$ cat src/rtl/calc_pkg.sv
// Shared definitions for the calculator arbiter slice.
//   calc_state_e : arbiter FSM states (IDLE, ISSUE, WAIT, RESP)
//   DATA_W       : width of operands, op codes and results
//   LAT_W        : width of the latency down-counter (covers 1..15)
//   OP_*         : calculator op code values understood by the calculator
package calc_pkg;

  localparam int DATA_W = 8;
  localparam int LAT_W  = 4;

  typedef enum logic [1:0] {
    ST_IDLE  = 2'd0,
    ST_ISSUE = 2'd1,
    ST_WAIT  = 2'd2,
    ST_RESP  = 2'd3
  } calc_state_e;

  localparam logic [DATA_W-1:0] OP_ADD = 8'h00;
  localparam logic [DATA_W-1:0] OP_SUB = 8'h01;
  localparam logic [DATA_W-1:0] OP_AND = 8'h02;
  localparam logic [DATA_W-1:0] OP_OR  = 8'h03;
  localparam logic [DATA_W-1:0] OP_XOR = 8'h04;

endpackage

$ cat src/rtl/calc_rr_arbiter.sv
// Combinational round-robin winner selection.
//   req_valid : per-requester request vector
//   rr_ptr    : index where the search starts (wraps modulo NUM_REQ)
//   grant     : one-hot winner, all zero when nobody requests
//   grant_idx : binary index of the winner (0 when nobody requests)
module calc_rr_arbiter #(
  parameter int NUM_REQ = 4
) (
  input  logic [NUM_REQ-1:0]         req_valid,
  input  logic [$clog2(NUM_REQ)-1:0] rr_ptr,
  output logic [NUM_REQ-1:0]         grant,
  output logic [$clog2(NUM_REQ)-1:0] grant_idx
);

  localparam int IDX_W = $clog2(NUM_REQ);

  logic             found;
  logic [IDX_W-1:0] idx_c;

  // Walk the requesters starting at rr_ptr; the first valid one wins.
  always_comb begin
    grant     = '0;
    grant_idx = '0;
    found     = 1'b0;
    idx_c     = '0;
    for (int i = 0; i < NUM_REQ; i++) begin
      idx_c = IDX_W'((int'(rr_ptr) + i) % NUM_REQ);
      if (!found && req_valid[idx_c]) begin
        found        = 1'b1;
        grant[idx_c] = 1'b1;
        grant_idx    = idx_c;
      end
    end
  end

endmodule

$ cat src/rtl/calc_arbiter.sv
// Shares one multi-cycle calculator between NUM_REQ requesters.
//   clk, rst_n          : clock, asynchronous active-low reset
//   req_valid/req_ready : per-requester request handshake
//   req_operand_a/b     : packed operands, requester i at [8i+7:8i]
//   req_op_code         : packed op codes, same packing
//   rsp_valid           : one-cycle result strobe to the owning requester
//   rsp_result          : captured calculator result
//   operand_A/B, op_code: registered drive to the calculator
//   calc_start          : one-cycle launch pulse to the calculator
//   result              : calculator result (opaque)
//   busy                : high whenever the FSM is not idle
//   grant_id            : current / last owner index
//   state_dbg           : FSM state for observation
//
// Handshake: a request transfers on a rising edge where req_valid[i] and
// req_ready[i] are both high; req_ready is only ever high in IDLE and only
// on the round-robin winner. Requesters hold req_valid until accepted.
module calc_arbiter
  import calc_pkg::*;
#(
  parameter int NUM_REQ      = 4,
  parameter int CALC_LATENCY = 2
) (
  input  logic                        clk,
  input  logic                        rst_n,
  input  logic [NUM_REQ-1:0]          req_valid,
  output logic [NUM_REQ-1:0]          req_ready,
  input  logic [NUM_REQ*DATA_W-1:0]   req_operand_a,
  input  logic [NUM_REQ*DATA_W-1:0]   req_operand_b,
  input  logic [NUM_REQ*DATA_W-1:0]   req_op_code,
  output logic [NUM_REQ-1:0]          rsp_valid,
  output logic [DATA_W-1:0]           rsp_result,
  output logic [DATA_W-1:0]           operand_A,
  output logic [DATA_W-1:0]           operand_B,
  output logic [DATA_W-1:0]           op_code,
  output logic                        calc_start,
  input  logic [DATA_W-1:0]           result,
  output logic                        busy,
  output logic [$clog2(NUM_REQ)-1:0]  grant_id,
  output logic [1:0]                  state_dbg
);

  localparam int IDX_W = $clog2(NUM_REQ);

  calc_state_e        state, state_nxt;
  logic [IDX_W-1:0]   rr_ptr;
  logic [IDX_W-1:0]   arb_idx;
  logic [NUM_REQ-1:0] arb_grant;
  logic [LAT_W-1:0]   lat_cnt;
  logic               handshake;

  calc_rr_arbiter #(.NUM_REQ(NUM_REQ)) u_rr (
    .req_valid (req_valid),
    .rr_ptr    (rr_ptr),
    .grant     (arb_grant),
    .grant_idx (arb_idx)
  );

  // The winner is always a valid requester, so any request in IDLE transfers.
  assign handshake = (state == ST_IDLE) && (|req_valid);

  always_ff @(posedge clk or negedge rst_n) begin
    if (!rst_n) state <= ST_IDLE;
    else        state <= state_nxt;
  end

  always_comb begin
    state_nxt = state;
    case (state)
      ST_IDLE:  if (handshake) state_nxt = ST_ISSUE;
      ST_ISSUE: state_nxt = ST_WAIT;
      ST_WAIT:  if (lat_cnt == LAT_W'(1)) state_nxt = ST_RESP;
      ST_RESP:  state_nxt = ST_IDLE;
      default:  state_nxt = ST_IDLE;
    endcase
  end

  // Datapath: operands are latched at the handshake and then held untouched
  // until the next handshake, so the calculator sees stable inputs.
  always_ff @(posedge clk or negedge rst_n) begin
    if (!rst_n) begin
      operand_A  <= '0;
      operand_B  <= '0;
      op_code    <= '0;
      grant_id   <= '0;
      rr_ptr     <= '0;
      lat_cnt    <= '0;
      rsp_result <= '0;
    end else begin
      if (handshake) begin
        operand_A <= req_operand_a[{arb_idx, 3'b000} +: DATA_W];
        operand_B <= req_operand_b[{arb_idx, 3'b000} +: DATA_W];
        op_code   <= req_op_code[{arb_idx, 3'b000} +: DATA_W];
        grant_id  <= arb_idx;
        rr_ptr    <= (arb_idx == IDX_W'(NUM_REQ - 1)) ? '0 : arb_idx + 1'b1;
      end
      if (state == ST_ISSUE) begin
        lat_cnt <= LAT_W'(CALC_LATENCY);
      end else if (state == ST_WAIT) begin
        lat_cnt <= lat_cnt - 1'b1;
      end
      // Last WAIT cycle: the calculator result is valid now.
      if ((state == ST_WAIT) && (lat_cnt == LAT_W'(1))) begin
        rsp_result <= result;
      end
    end
  end

  always_comb begin
    req_ready = '0;
    rsp_valid = '0;
    if (state == ST_IDLE) req_ready = arb_grant;
    if (state == ST_RESP) rsp_valid[grant_id] = 1'b1;
  end

  assign calc_start = (state == ST_ISSUE);
  assign busy       = (state != ST_IDLE);
  assign state_dbg  = state;

endmodule
$ cat config.mk
export PLATFORM = sky130hd
export DESIGN_NAME = calc_arbiter
export DESIGN_NICKNAME = d
export VERILOG_FILES = /design/src/rtl/calc_pkg.sv /design/src/rtl/calc_rr_arbiter.sv /design/src/rtl/calc_arbiter.sv
export SDC_FILE = /design/constraint.sdc
export NUM_CORES = 1
export LEC_CHECK = 0
export CORE_UTILIZATION = 40
export CTS_CLUSTER_SIZE = 30
export DETAILED_ROUTE_END_ITERATION = 10
export PLACE_DENSITY = 0.82
export REMOVE_ABC_BUFFERS = 1
export SLEW_MARGIN = 20
export SYNTH_ARGS = -nofsm -noshare
export SYNTH_HDL_FRONTEND = slang
export SYNTH_HIERARCHICAL = 1
export SYNTH_SLANG_ARGS = --single-unit
$ cat constraint.sdc
create_clock -name clk -period 3.85 [get_ports clk]
set_clock_uncertainty 0.2 [all_clocks]
set_input_delay 0.385 -clock clk [delete_from_list [all_inputs] [get_ports clk]]
set_output_delay 0.385 -clock clk [all_outputs]
set_load 0.02 [all_outputs]
==> run summary <==
The flow ran to the end, and the final reports show no timing, DRC or antenna violations. Most instantiated flip-flop cell in the synthesis netlist: dfrtp_1. Most repeated cell in the gate-level netlist after synthesis: dfrtp_1. For the max-slew violation count, the log shows 0. The commonest cells after synthesis are dfrtp_1, mux2_2, mux4_2.

For the final hold violation count, the log shows 0. The repair_antennas step left the layout with diodes totalling 0. The final-stage net count came out at 486. The tools report the yosys synthesis warning count as 6. For this run, design rule violations remaining after detail routing come to 0.

The number of buffers added on ports was 155. The simple-gate share of the synthesized area was 8.065%. For the total number of H-tree levels, the log shows 2. The post-detailed-route wirelength per cell works out to 16.24 µm.

Across the VDD grid, the largest voltage drop is 380.3 µV. Counting flops with an async set or reset pin after synthesis yields a share of 100.0%. Pin count of the biggest net entering global routing: 43. For this run, the detailed router's first-pass iteration total came to 4. The startpoint type of the worst setup path is an input port. For this run, the total global-route usage over all layers was measured as 20.42%. The floorplan step defined a core boundary enclosing 6869 µm². The remaining antenna violation count after routing was 0; the largest fanout on the critical path was 10.

The via count was 2,380. The biggest area contributor in the post-synthesis netlist is dfrtp_1. Counting every instance in the synthesized netlist gives 205. The mean area per synthesized cell is 14.00 µm², and the area of the mapped netlist is 2870 µm². For the final routed database, the setup TNS stands at 0 ns. The kind of capture point of the worst setup path is a primary output.

Die area: 7519 µm². Max-cap check violation count: 0. Cells fill 68.12% of the core in the end. The run gives 0.2856 GHz as the highest attainable clock frequency. The slew at the pin with the worst max-slew slack was 0.4540 ns. Class of the tightest hold or removal check: input port to asynchronous set/reset pin. The finished cells cover 4679 µm². The clock net in this run drives a total of 42 sinks. For the number of instances resized during post-cts repair, the log shows 0.

The instance area at placement came out at 4536 µm². The portion of synthesized area spent on multiplexers is 37.97%. The congestion estimate from routability-driven global placement came to 0.9006. The total routed wirelength was 7469 µm; the number of setup violations in the final report was 0. The adder and majority gate portion of the synthesized area was 5.667%; the share of the synthesized netlist area taken by xor and xnor gates was 0%. After synthesis, the largest area contributor takes up 36.62% of total cell area. The run gives 36.62% as the proportion of synthesized chip area in sequential cells. TritonCTS built the clock tree.

The startpoint identified for the worst register-to-register timing path is rr_ptr[1]. The clock network latency to the later pin of the worst-skew pair came out at 0.29 ns. The dominant combinational cell family by area after synthesis was multiplexers. The clock tree buffer depth is 2. Cells with a size suffix above 1 make up 22.53% of the layout. The global-route wire length before repair is 11,710 µm, and the clock period minus worst slack is 3.502 ns. The starting density of the core was 41.79%; the area added between synthesis and finish was 63.03%. The die is 86.71 µm wide. The number of vias per cell was 5.174. The number of rows created at floorplan was 30; the hold-fix buffer count after cts was 0. After synthesis the netlist holds a flip-flop and latch count of 42. The via count of the first global-routing pass was 2,544. By startpoint and endpoint, the worst setup path is classified as input port to primary output.

The data arrival time of the critical path came out at 2.92 ns. In the post-synthesis netlist, the biggest area contributors are dfrtp_1, mux4_2, mux2_2, ha_1, mux4_1. For the leakage power, the log shows 1.853 nW. For the worst setup path, the data required time is 3.26 ns.

I/O pin count: 156. Remaining max-slew budget at the tightest pin: 69.45%. The synthesized netlist devotes 6.931% of its cell area to compound gates.

The floorplan step set the die height to 86.71 µm. Yosys mapped a number of flops with a built-in enable equal to 0. The overflow left after global routing was 0; the power per cell area was 888.2 nW/µm². For the number of antenna violations at the first check in global routing, the log shows 0. Setup repair after global routing left no endpoint under its margin.

After clock tree synthesis, the setup repair step added 0 buffers. The run gives 0.004156 W as the post-layout total power. The finished layout holds 460 standard cells, fillers aside. The number of DRC markers in iteration 0 is 71. The number of library cell types mapped by synthesis is 44. Tracing the worst setup path back leads to its startpoint at req_valid[3].

The cell count after placement is 450. The tree is rooted in a clkbuf_8. The worst path uses 90.96% of the clock period. The wire-length estimate of the detail-placed layout is 5874 µm.

Clock-pin slew was measured on the worst setup and hold paths at 0.09 ns. The number of clock buffers added by TritonCTS is 5.
per-layer routing:
layer	GRT usage, %	vias to the layer above	routed length, µm
met2	38.67	90	4183
met4	4.394	0	68
met3	5.524	8	411
li1	-	1110	-
met1	22.81	1172	2806
met5	0	-	0
kinds of logic after synthesis:
group / count (synthesis)
DFF: 42
muxes: 67
adders and majority gates: 13
and+or+nand+nor: 37
buffers and inverters: 22
AOI/OAI and AO/OA: 24
flip-flops by register name, indices dropped and copies added, names as in the netlist:
name        cells
grant_id        2
lat_cnt         4
op_code         8
operand_A       8
operand_B       8
rr_ptr          2
rsp_result      8
state_dbg       2
stage by stage:
step | hold WS (ns) | setup slack [ns]
floorplan | -0.1106 | -2.044
global placement | 0.2879 | 0.4115
detailed placement | 0.2923 | 0.3268
CTS | 0.07171 | 0.3702
global route | 0.3084 | 0.2683
finish | 0.3020 | 0.3481
worst max-delay path, cell delays in order:
cell,delay [ns]
clkdlybuf4s50_1,0.61
mux4_2,0.57
nand2b_4,0.18
nor3_4,0.30
o2bb2ai_1,0.15
and2_1,0.13
clkdlybuf4s50_1,0.59
cell type report:
class	count	area [µm²]
clock buffer	5	68.82
clock inverter	3	45.04
fill	504	2190
inverter	11	41.29
multi-input combinational	141	1714
sequential	42	1051
tap	96	120.1
timing repair buffer	162	1639
cell usage in the layout, fill, tap and decap left out, types with 5 or more instances in the layout:
cell type,instances
clkbuf_8,5
clkdlybuf4s50_1,154
dfrtp_1,42
ha_1,13
inv_1,11
mux2_2,36
mux4_1,6
mux4_2,22
nand2_1,8
nor2_1,6
power breakdown:
part	internal [W]	leakage, nW	switching, W
clock	0.000193	0.0504	0.000155
sequential	0.000684	0.495	0.000135
combinational	0.00164	1.31	0.00135
final timing paths:
check	end	slack (ns)	cells past startpoint
max	req_ready[3]	0.35	7
min reg2reg	operand_B[4]	0.31	1
max in group asynchronous	op_code[0]	2.68	3
min	rsp_result[0]	0.30	2
max reg2reg	operand_A[3]	0.64	9
min in group clk	operand_B[4]	0.31	1
Power figures use the tool's default switching activity.
